$ cat src/rtl/timer_defs.sv
// Shared definitions for the machine timer: register offsets,
// CTRL bit positions and the mip bit the timer interrupt drives.
package timer_defs;

    localparam logic [4:0] MTIME_LO      = 5'h00;
    localparam logic [4:0] MTIME_HI      = 5'h04;
    localparam logic [4:0] MTIMECMP_LO   = 5'h08;
    localparam logic [4:0] MTIMECMP_HI   = 5'h0C;
    localparam logic [4:0] CTRL          = 5'h10;
    localparam logic [4:0] MTIME_HI_SNAP = 5'h14;

    localparam int unsigned CTRL_COUNT_EN = 0;
    localparam int unsigned CTRL_EN_IRQ   = 1;

    localparam int unsigned MIP_MTIP = 7;

    localparam logic [1:0] CTRL_RESET = 2'b11;

endpackage

$ cat src/rtl/timer_prescaler.sv
// Divides clk by PRESCALE while enabled; tick is high in the
// cycle the counter wraps. Disabling clears the count.
module timer_prescaler #(
    parameter int unsigned PRESCALE = 1
) (
    input  logic clk,
    input  logic reset,
    input  logic en,
    output logic tick
);

    localparam int unsigned CW = (PRESCALE > 1) ? $clog2(PRESCALE) : 1;
    localparam logic [CW-1:0] LAST = CW'(PRESCALE - 1);

    logic [CW-1:0] cnt_q;
    logic [CW-1:0] cnt_d;

    // Count 0..PRESCALE-1 while enabled, restart from 0 when disabled
    always_comb begin
        tick  = en & (cnt_q == LAST);
        cnt_d = cnt_q;
        if (!en) begin
            cnt_d = '0;
        end else if (tick) begin
            cnt_d = '0;
        end else begin
            cnt_d = cnt_q + 1'b1;
        end
    end

    // Counter register
    always_ff @(posedge clk or posedge reset) begin
        if (reset) begin
            cnt_q <= '0;
        end else begin
            cnt_q <= cnt_d;
        end
    end

endmodule

$ cat src/rtl/machine_timer.sv
// Memory-mapped mtime/mtimecmp timer with a one-cycle req/ack bus
// and a registered level interrupt feeding mip.MTIP.
module machine_timer
    import timer_defs::*;
#(
    parameter int unsigned PRESCALE  = 1,
    parameter logic [63:0] CMP_RESET = 64'hFFFF_FFFF_FFFF_FFFF
) (
    input  logic        clk,
    input  logic        reset,
    input  logic        req,
    input  logic        we,
    input  logic [4:0]  addr,
    input  logic [31:0] wdata,
    output logic        ack,
    output logic [31:0] rdata,
    output logic        timer_irq
);

    logic [63:0] mtime_q, mtime_d;
    logic [63:0] mtimecmp_q, mtimecmp_d;
    logic [1:0]  ctrl_q, ctrl_d;
    logic [31:0] snap_q, snap_d;
    logic        ack_q, ack_d;
    logic [31:0] rdata_q, rdata_d;
    logic        irq_q, irq_d;

    logic        tick;
    logic        wr;
    logic        rd;
    logic [4:0]  off;
    logic        unused_addr;

    assign unused_addr = ^addr[1:0];

    timer_prescaler #(
        .PRESCALE(PRESCALE)
    ) u_prescaler (
        .clk  (clk),
        .reset(reset),
        .en   (ctrl_q[CTRL_COUNT_EN]),
        .tick (tick)
    );

    // Bus decode, counter advance and compare; a write to mtime
    // overrides the tick so the written value is exact
    always_comb begin
        off        = {addr[4:2], 2'b00};
        wr         = req & we;
        rd         = req & ~we;
        mtime_d    = tick ? mtime_q + 64'd1 : mtime_q;
        mtimecmp_d = mtimecmp_q;
        ctrl_d     = ctrl_q;
        snap_d     = snap_q;
        ack_d      = req;
        rdata_d    = '0;
        irq_d      = (mtime_q >= mtimecmp_q) & ctrl_q[CTRL_EN_IRQ];

        if (wr) begin
            case (off)
                MTIME_LO:    mtime_d = {mtime_q[63:32], wdata};
                MTIME_HI:    mtime_d = {wdata, mtime_q[31:0]};
                MTIMECMP_LO: mtimecmp_d = {mtimecmp_q[63:32], wdata};
                MTIMECMP_HI: mtimecmp_d = {wdata, mtimecmp_q[31:0]};
                CTRL:        ctrl_d = wdata[1:0];
                default:     ;
            endcase
        end

        if (rd) begin
            case (off)
                MTIME_LO: begin
                    rdata_d = mtime_q[31:0];
                    snap_d  = mtime_q[63:32];
                end
                MTIME_HI:      rdata_d = mtime_q[63:32];
                MTIMECMP_LO:   rdata_d = mtimecmp_q[31:0];
                MTIMECMP_HI:   rdata_d = mtimecmp_q[63:32];
                CTRL:          rdata_d = {30'd0, ctrl_q};
                MTIME_HI_SNAP: rdata_d = snap_q;
                default:       rdata_d = '0;
            endcase
        end
    end

    // Timer state, bus response and interrupt registers
    always_ff @(posedge clk or posedge reset) begin
        if (reset) begin
            mtime_q    <= '0;
            mtimecmp_q <= CMP_RESET;
            ctrl_q     <= CTRL_RESET;
            snap_q     <= '0;
            ack_q      <= 1'b0;
            rdata_q    <= '0;
            irq_q      <= 1'b0;
        end else begin
            mtime_q    <= mtime_d;
            mtimecmp_q <= mtimecmp_d;
            ctrl_q     <= ctrl_d;
            snap_q     <= snap_d;
            ack_q      <= ack_d;
            rdata_q    <= rdata_d;
            irq_q      <= irq_d;
        end
    end

    assign ack       = ack_q;
    assign rdata     = rdata_q;
    assign timer_irq = irq_q;

endmodule
$ cat config.mk
export PLATFORM = sky130hd
export DESIGN_NAME = machine_timer
export DESIGN_NICKNAME = d
export VERILOG_FILES = /design/src/rtl/timer_defs.sv /design/src/rtl/timer_prescaler.sv /design/src/rtl/machine_timer.sv
export SDC_FILE = /design/constraint.sdc
export NUM_CORES = 1
export LEC_CHECK = 0
export CAP_MARGIN = 25
export CORE_UTILIZATION = 44
export CTS_BUF_LIST = sky130_fd_sc_hd__clkbuf_2
export DETAILED_ROUTE_END_ITERATION = 12
export SLEW_MARGIN = 20
export SYNTH_ARGS = -nofsm -noshare
export SYNTH_HDL_FRONTEND = slang
export SYNTH_SLANG_ARGS = --single-unit
$ cat constraint.sdc
create_clock -name clk -period 7.7 [get_ports clk]
set_input_delay 1.155 -clock clk [delete_from_list [all_inputs] [get_ports clk]]
set_output_delay 1.155 -clock clk [all_outputs]
set_load 0.005 [all_outputs]
==> results of run 1 <==
metal layers:
metal | wire (µm) | vias up | share of wire
li1 | - | 4619 | -
met5 | 0 | - | 0
met3 | 1530 | 40 | 0.044
met2 | 16400 | 268 | 0.47
met1 | 15800 | 4992 | 0.46
met4 | 888 | 0 | 0.026
flip-flops by register name, indices dropped and copies added (netlist names):
| signal | count |
|---|---|
| timer_irq | 1 |
| mtimecmp_q | 64 |
| snap_q | 32 |
| mtime_q | 64 |
| u_prescaler.cnt_q | 1 |
| ack | 1 |
| ctrl_q | 2 |
| rdata | 32 |
where the power goes:
group | total (mW) | leakage (nW) | internal [mW] | switching, mW
sequential | 1.62 | 2.33 | 1.32 | 0.293
clock | 0.522 | 0.138 | 0.151 | 0.371
combinational | 0.930 | 2.83 | 0.443 | 0.487
total | 3.07 | 5.30 | 1.92 | 1.15
worst min path at each step:
stage,cells past startpoint,endpoint,startpoint,slack (ps)
final,2,mtimecmp_q[19],mtimecmp_q[19],530
after global placement,1,snap_q[30],snap_q[30],480
after detailed placement,1,snap_q[25],snap_q[25],500
after floorplan,1,snap_q[30],snap_q[30],470
after CTS,2,mtimecmp_q[19],mtimecmp_q[19],540
after global routing,1,snap_q[23],snap_q[23],560
cell type report:
| cell class | instances | area, µm² | area share |
|---|---|---|---|
| diodes | 3 | 7.51 | 0.000579 |
| clock buffers | 19 | 95.1 | 0.00733 |
| clock inverters | 13 | 131 | 0.0101 |
| inverters | 80 | 313 | 0.0241 |
| multi-input cells | 878 | 6140 | 0.473 |
| flip-flops and latches | 197 | 5010 | 0.386 |
| well taps | 335 | 419 | 0.0323 |
| repair buffers | 90 | 853 | 0.0658 |
worst min-delay path: stages (launching register included):
cell	delay (ps)
dfstp_2	440
inv_1	60
o21ai_0	80
cell usage after synthesis (all sizes together), types with 4 or more instances:
library cell and n:
dfrtp 131, nand2 118, o21ai 97, a21oi 82, inv 80, mux2 67
dfstp 66, ha 65, nor2 65, clkbuf 64, nand3 52, a22oi 35
nand4 30, nor3 24, nor4 21, nand2b 19, o22a 19, buf 16
o22ai 16, mux4 15, a21o 12, a221o 12, and3 11, a31oi 10
and4 10, or3 7, a211oi 6, o211ai 6, or4 6, a22o 5
o311ai 5, mux2i 4, nor3b 4, o31ai 4
stage by stage:
step | area, µm² | setup slack [ps]
after detailed placement | 12700 | 3890
after floorplan | 11700 | 1290
after CTS | 12900 | 4410
final | 13000 | 4430
after global placement | 12700 | 3920
after global routing | 13000 | 4410
kinds of logic (layout without fill, tap and decap cells):
kind of cell / count (synthesis) / after routing / synth area share
DFF: 197 / 197 / 0.427
muxes: 86 / 86 / 0.0966
other: 1 / 4 / 0.000320
adders and majority gates: 65 / 65 / 0.0694
and+or+nand+nor: 385 / 385 / 0.167
buffers and inverters: 160 / 202 / 0.0519
AOI/OAI and AO/OA: 341 / 341 / 0.187
==> results_tabular.tex, run 1 <==
\begin{tabular}{lr}
\hline
Metric & Value \\
\hline
\multicolumn{2}{l}{\textbf{Synth}} \\
\quad Number of enable-type register cells in the synthesized netlist & 0 \\
\quad Biggest area consumer among synthesized cells & dfrtp\_1 \\
\quad Number of cells produced by synthesis & 1235 \\
\quad Top cell type's share of synthesized area & 0.280 \\
\quad Cell area after synthesis & 0.0117 mm² \\
\quad Number of distinct library cells after synthesis & 70 \\
\quad Synth top area cells & dfrtp\_1, dfstp\_2, ha\_1 \\
\quad Proportion of register bits with asynchronous set or reset after synthesis & 1.00 \\
\quad Average cell area after synthesis & 9.49 µm² \\
\quad Yosys Warn Count & 0 \\
\quad Post-Synthesis Net Count & 1341 \\
\quad Flops \& latches, synth & 197 \\
\quad Post-synth top flop & dfrtp\_1 \\
\quad Register area share after synthesis & 0.427 \\
\multicolumn{2}{l}{\textbf{Setup path}} \\
\quad Top cell family by delay on the critical path & simple AND/OR/NAND/NOR gates \\
\quad Crit-path slowest cell & nor4\_1 \\
\quad Maximum fanout along the worst path & 9 \\
\quad Worst flop-to-flop path startpoint & mtime\_q[46] \\
\quad Worst setup path class & reg2reg \\
\quad Kind of capture point of the worst setup path & flop \\
\quad Delay of the slowest cell on the worst path & 940 ps \\
\quad Worst reg2reg setup slack & 4430 ps \\
\quad Worst-path cell chain & ha\_1 > nand4\_1 > nor4\_1 > o21ai\_0 > o22ai\_1 > a2111oi\_0 > nor2\_1 \\
\quad Total buffers and inverters traversed by the critical path & 0 \\
\quad Startpoint types & flop \\
\quad R2R cell count & 7 \\
\quad Crit path to & timer\_irq \\
\quad Required @ worst endpoint & 8450 ps \\
\quad End of the worst register-to-register path & timer\_irq \\
\quad CP arrival & 4010 ps \\
\quad Number of cells on the critical path & 7 \\
\quad Crit. Startpoint & mtime\_q[46] \\
\multicolumn{2}{l}{\textbf{Floorplanning}} \\
\quad Die height & 165 µm \\
\quad Core region area & 0.0261 mm² \\
\quad Effective utilization at floorplan & 0.449 \\
\quad Placement row count & 59 \\
\quad Die footprint & 0.0273 mm² \\
\quad Die Wd & 165 µm \\
\quad I/O pins & 75 \\
\multicolumn{2}{l}{\textbf{Place}} \\
\quad Final Wtd Congestion & 0.914 \\
\quad Hpwl dp & 23.1 mm \\
\quad Count of input and output buffers & 72 \\
\quad Placed instance count & 1578 \\
\multicolumn{2}{l}{\textbf{Timing}} \\
\quad Fin crit share & 0.424 \\
\quad Timing-limited maximum frequency & 0.306 GHz \\
\quad Fin. max-slew vios & 0 \\
\quad Setup clock skew after layout & 35.7 ps \\
\quad Setup-failing EPs final & 0 \\
\quad Slew at the pin with the worst max-slew slack & 1040 ps \\
\quad Relative slew margins & 0.299 \\
\quad WHS & 531 ps \\
\quad Time the final worst path needs with I/O delays and setup & 3270 ps \\
\quad Final-report hold violation count & 0 \\
\quad Setup TNS & 0 ps \\
\quad Setup repair after global routing missed its margin & no \\
\multicolumn{2}{l}{\textbf{CTS}} \\
\quad Hold buffer count at cts & 0 \\
\quad Inserted Clock Buffers & 17 \\
\quad Post-CTS sizing & 0 \\
\quad Clock Tree Buf Depth & 2 \\
\quad Clock slew seen by the registers of the worst setup and hold paths & 290 ps \\
\quad Post-CTS setup buffers & 0 \\
\quad Root buffer cell & clkbuf\_2 \\
\quad Clock insertion delay at the later pin of the skew report & 800 ps \\
\quad TritonCTS clock tree & done \\
\quad Total number of clock tree sinks & 197 \\
\quad Number of H-tree levels & 4 \\
\multicolumn{2}{l}{\textbf{GRT}} \\
\quad Global-route wire length before repair & 54.9 mm \\
\quad Vias in the first global route & 9599 \\
\quad Met2 routing resource usage after global routing & 0.431 \\
\quad Number of antenna violations at the first check in global routing & 1 \\
\quad Fraction of met3 tracks used by global routing & 0.0325 \\
\quad Global-route congestion overflow total & 0 \\
\quad Global route hottest layer & met2 \\
\quad Pin count of the biggest net entering global routing & 147 \\
\quad Global Route met1 Usage & 0.361 \\
\quad Global-route usage over all layers & 0.264 \\
\multicolumn{2}{l}{\textbf{Final layout}} \\
\quad Number of nets in the final layout & 1370 \\
\quad Fill cell count & 2451 \\
\quad Commonest non-fill, non-tap cells in the layout & dfrtp\_1, nand2\_1, o21ai\_0 \\
\quad Layout cells sized above 1 & 0.171 \\
\quad Most common cell after layout, fill and taps aside & dfrtp\_1 \\
\quad Final core occ & 0.496 \\
\quad Final standard cell count with taps included and fillers excluded & 1615 \\
\quad Layout overhead on the synthesized area & 10.6\% \\
\multicolumn{2}{l}{\textbf{Routing}} \\
\quad TritonRoute pass-1 iters & 9 \\
\quad Via count & 9919 \\
\quad Vias per cell & 6.14 \\
\quad Post-route DRC violation count & 12 \\
\quad Routed WL per cell & 21.4 µm \\
\quad Detail Route Antenna Nets & 0 \\
\quad Total Wirelength & 34.6 mm \\
\quad Initial DRC Count & 775 \\
\multicolumn{2}{l}{\textbf{Power and ir drop}} \\
\quad Static Leak & 5.30 nW \\
\quad Power per standard cell area & 237 mW/mm² \\
\quad Final Total Pwr & 3.07 mW \\
\quad Worst voltage drop across the vdd grid & 0.124 mV \\
\multicolumn{2}{l}{\textbf{Min path}} \\
\quad Worst hold-check path type & reg2reg \\
\multicolumn{2}{l}{\textbf{Run}} \\
\quad Max Cap Viol & 0 \\
\multicolumn{2}{l}{\textbf{Status}} \\
\quad Status & finished with violations \\
\quad Violated checks & design-rule violations \\
\hline
\end{tabular}
(Power assumes the default switching activity.)
==> run 2: changes to the inputs <==
==> constraint.sdc (replaced) <==
create_clock -name clk -period 2.8 [get_ports clk]
set_input_delay 0.42 -clock clk [delete_from_list [all_inputs] [get_ports clk]]
set_output_delay 0.42 -clock clk [all_outputs]
set_load 0.005 [all_outputs]
==> run 2 against run 1 <==
  * The run still ends with design-rule violations left
  * Core utilization rose by 3.2 points
  * Non-clock buffer count rose by 92
  * First-iteration DRC count rose by 12%
  * Fmax rose by 19%
  * Via count rose by 4.7%
  * Register-to-register slack got worse by 4400 ps
  * Sequential power rose to 2.6 times the previous value
==> results_tabular.tex, run 2 (same netlist as run 1, synthesis figures left out) <==
\begin{tabular}{lr}
\hline
Metric & Value \\
\hline
\multicolumn{2}{l}{\textbf{Status}} \\
\quad Status & finished with violations \\
\quad Violated checks & design-rule violations \\
\multicolumn{2}{l}{\textbf{Timing}} \\
\quad Fin crit share & 0.979 (+0.554) \\
\quad Slew at the pin with the worst max-slew slack & 840 ps (-203 ps) \\
\quad Setup repair after global routing missed its margin & no \\
\quad Relative slew margins & 0.438 (+0.140) \\
\quad Setup clock skew after layout & 45.5 ps (+9.76 ps) \\
\quad Fin. max-slew vios & 0 (unchanged) \\
\quad Setup-failing EPs final & 0 (unchanged) \\
\quad Post-layout worst setup margin & 60.1 ps (-4370 ps) \\
\quad Timing-limited maximum frequency & 0.365 GHz (+19\%) \\
\quad Time the final worst path needs with I/O delays and setup & 2740 ps (-526 ps) \\
\quad WHS & 95.8 ps (-435 ps) \\
\quad Final-report hold violation count & 0 (unchanged) \\
\multicolumn{2}{l}{\textbf{CTS}} \\
\quad Clock slew seen by the registers of the worst setup and hold paths & 310 ps (+20 ps) \\
\quad Root buffer cell & clkbuf\_2 \\
\quad Number of H-tree levels & 4 (unchanged) \\
\quad Clock insertion delay at the later pin of the skew report & 830 ps (+30 ps) \\
\quad TritonCTS clock tree & done \\
\quad Inserted Clock Buffers & 17 (unchanged) \\
\quad Total number of clock tree sinks & 197 (unchanged) \\
\quad Clock Tree Buf Depth & 2 (unchanged) \\
\multicolumn{2}{l}{\textbf{Run}} \\
\quad Max Cap Viol & 0 (unchanged) \\
\multicolumn{2}{l}{\textbf{Power and ir drop}} \\
\quad Static Leak & 5.78 nW (+9.2\%) \\
\quad Net switching power of the design & 3.39 mW (+190\%) \\
\quad Portion of total power attributed to combinational logic & 0.360 (+0.057) \\
\quad Worst voltage drop across the vdd grid & 0.304 mV (+140\%) \\
\quad Sequential Power Share & 0.460 (-0.067) \\
\quad Power per standard cell area & 652 mW/mm² (+180\%) \\
\quad Power share of the clock group & 0.179 (+0.009) \\
\quad Internal cell power & 5.60 mW (+190\%) \\
\quad Switching portion of total power & 0.377 (+0.00137) \\
\multicolumn{2}{l}{\textbf{Setup path}} \\
\quad R2R cell count & 7 (unchanged) \\
\quad Required @ worst endpoint & 3500 ps (-4950 ps) \\
\quad Delay of the slowest cell on the worst path & 540 ps (-400 ps) \\
\quad Crit. Startpoint & mtime\_q[1] \\
\quad Worst reg2reg setup slack & 60 ps (-4370 ps) \\
\quad Worst-path cell chain & ha\_1 > nand3b\_1 > or3\_1 > nor4\_2 > buf\_4 > nand4\_1 > o311ai\_1 \\
\quad Worst flop-to-flop path startpoint & mtime\_q[1] \\
\quad CP arrival & 3440 ps (-570 ps) \\
\quad Kind of capture point of the worst setup path & flop \\
\quad Crit path to & mtime\_q[58] \\
\quad Startpoint types & flop \\
\quad End of the worst register-to-register path & mtime\_q[58] \\
\quad Crit-path slowest cell & dfrtp\_1 \\
\quad Worst setup path class & reg2reg \\
\quad Maximum fanout along the worst path & 9 (unchanged) \\
\multicolumn{2}{l}{\textbf{Final layout}} \\
\quad Final core occ & 0.528 (+0.0316) \\
\quad Commonest non-fill, non-tap cells in the layout & dfrtp\_1, nand2\_1, buf\_4 \\
\quad Number of nets in the final layout & 1462 (+6.7\%) \\
\quad Most common cell after layout, fill and taps aside & dfrtp\_1 \\
\quad Layout overhead on the synthesized area & 17.6\% \\
\quad Largest registers in the final layout & mtime\_q: 64 flops, mtimecmp\_q: 64 flops \\
\quad Layout cells sized above 1 & 0.230 (+0.0594) \\
\quad Post-route cell area & 0.0138 mm² (+6.4\%) \\
\multicolumn{2}{l}{\textbf{Min path}} \\
\quad Worst hold-check path type & in2reg \\
\multicolumn{2}{l}{\textbf{Floorplanning}} \\
\quad Die height & 165 µm (unchanged) \\
\quad I/O pins & 75 (unchanged) \\
\quad Effective utilization at floorplan & 0.449 (unchanged) \\
\quad Die Wd & 165 µm (unchanged) \\
\quad Placement row count & 59 (unchanged) \\
\quad Die footprint & 0.0273 mm² (unchanged) \\
\quad Core region area & 0.0261 mm² (unchanged) \\
\multicolumn{2}{l}{\textbf{GRT}} \\
\quad Global-route wire length before repair & 57.2 mm (+4.3\%) \\
\quad Vias in the first global route & 10000 (+4.3\%) \\
\quad Number of antenna violations at the first check in global routing & 1 (unchanged) \\
\quad Pin count of the biggest net entering global routing & 78 (-47\%) \\
\quad Global-route congestion overflow total & 0 (unchanged) \\
\quad Global-route usage over all layers & 0.279 (+0.0155) \\
\multicolumn{2}{l}{\textbf{Place}} \\
\quad Count of input and output buffers & 72 (unchanged) \\
\quad Cell Area, Placed & 0.0135 mm² (+6.3\%) \\
\quad Final Wtd Congestion & 0.987 (+8.0\%) \\
\quad Setup slack at placement & 149 ps (-3740 ps) \\
\quad Hpwl dp & 26.7 mm (+16\%) \\
\multicolumn{2}{l}{\textbf{Routing}} \\
\quad Initial DRC Count & 868 (+12\%) \\
\quad Detail Route Antenna Nets & 0 (unchanged) \\
\quad Total Wirelength & 36.8 mm (+6.3\%) \\
\quad Via count & 10400 (+4.7\%) \\
\quad Vias per cell & 6.09 (-0.85\%) \\
\quad TritonRoute pass-1 iters & 10 (+1) \\
\quad Routed WL per cell & 21.6 µm (+0.67\%) \\
\quad Post-route DRC violation count & 11 (-1) \\
\hline
\end{tabular}
run 2: changes by cell type in the layout (fill, tap and decap cells not counted), moves of 2 or more:
cell,before,now
inv_8,0,3
diode_2,3,1
clkinv_4,1,3
buf_12,0,8
clkbuf_2,19,17
clkinv_1,3,0
buf_4,16,101
run 2: what timing repair did:
| action | in CTS | in global routing |
|---|---|---|
| hold buffers | 1 | 0 |
| endpoints found under the hold margin | 2 | 0 |
| buffers inserted | 0 | 0 |
| endpoints found under the setup margin | 0 | 3 |
| gates resized for setup | 0 | 3 |
run 2: worst min path at each step:
stage	startpoint	to	slack (ps)	cells after the start
finish	addr[4]	rdata[14]	100	4
global route	addr[4]	rdata[14]	60	4
CTS	addr[4]	rdata[14]	50	4
detailed placement	snap_q[1]	snap_q[1]	500	1
global placement	snap_q[30]	snap_q[30]	490	1
floorplan	req	ack	450	0
run 2: area by class of cell:
type / instances / area (µm²)
Clock inverter: 15 / 191
Inverter: 80 / 304
Timing Repair Buffer: 182 / 1630
Fill cell: 2461 / 12300
Sequential cell: 197 / 5010
Clock buffer: 17 / 85.1
Multi-Input combinational cell: 878 / 6140
Antenna cell: 1 / 2.50
Tap cell: 335 / 419
run 2: through the flow:
step / power, mW / setup TNS, ps / instances
after floorplan: 6.06 / -14740 / 1235
after global placement: 7.30 / 0 / 1671
after detailed placement: 7.40 / 0 / 1671
after CTS: 9.02 / 0 / 1704
after global routing: 9.60 / 0 / 1705
final: 8.99 / 0 / 1705
run 2: worst max-delay path, delay by kind of cell, from the launching register on:
family,cells,cell delay (ps)
AND/OR/NAND/NOR,4,1250
AO/OA/AOI/OAI,1,430
adder cells (fa/ha/maj),1,190
buffers and inverters,1,240
flip-flops,1,540
run 2: layer usage:
| layer | track usage | up-vias | share of wire |
|---|---|---|---|
| li1 | - | 4802 | - |
| met1 | 0.367 | 5173 | 0.44 |
| met2 | 0.461 | 337 | 0.48 |
| met3 | 0.0360 | 71 | 0.049 |
| met4 | 0.123 | 0 | 0.036 |
| met5 | 0 | - | 0 |
run 2: power groups by stage:
stage | sequential, mW | combinational [mW] | clock, mW
floorplan | 4.16 | 1.90 | 0
global placement | 4.17 | 3.13 | 0
detailed placement | 4.19 | 3.21 | 0
CTS | 4.14 | 3.23 | 1.66
global route | 4.23 | 3.63 | 1.74
finish | 4.14 | 3.24 | 1.61
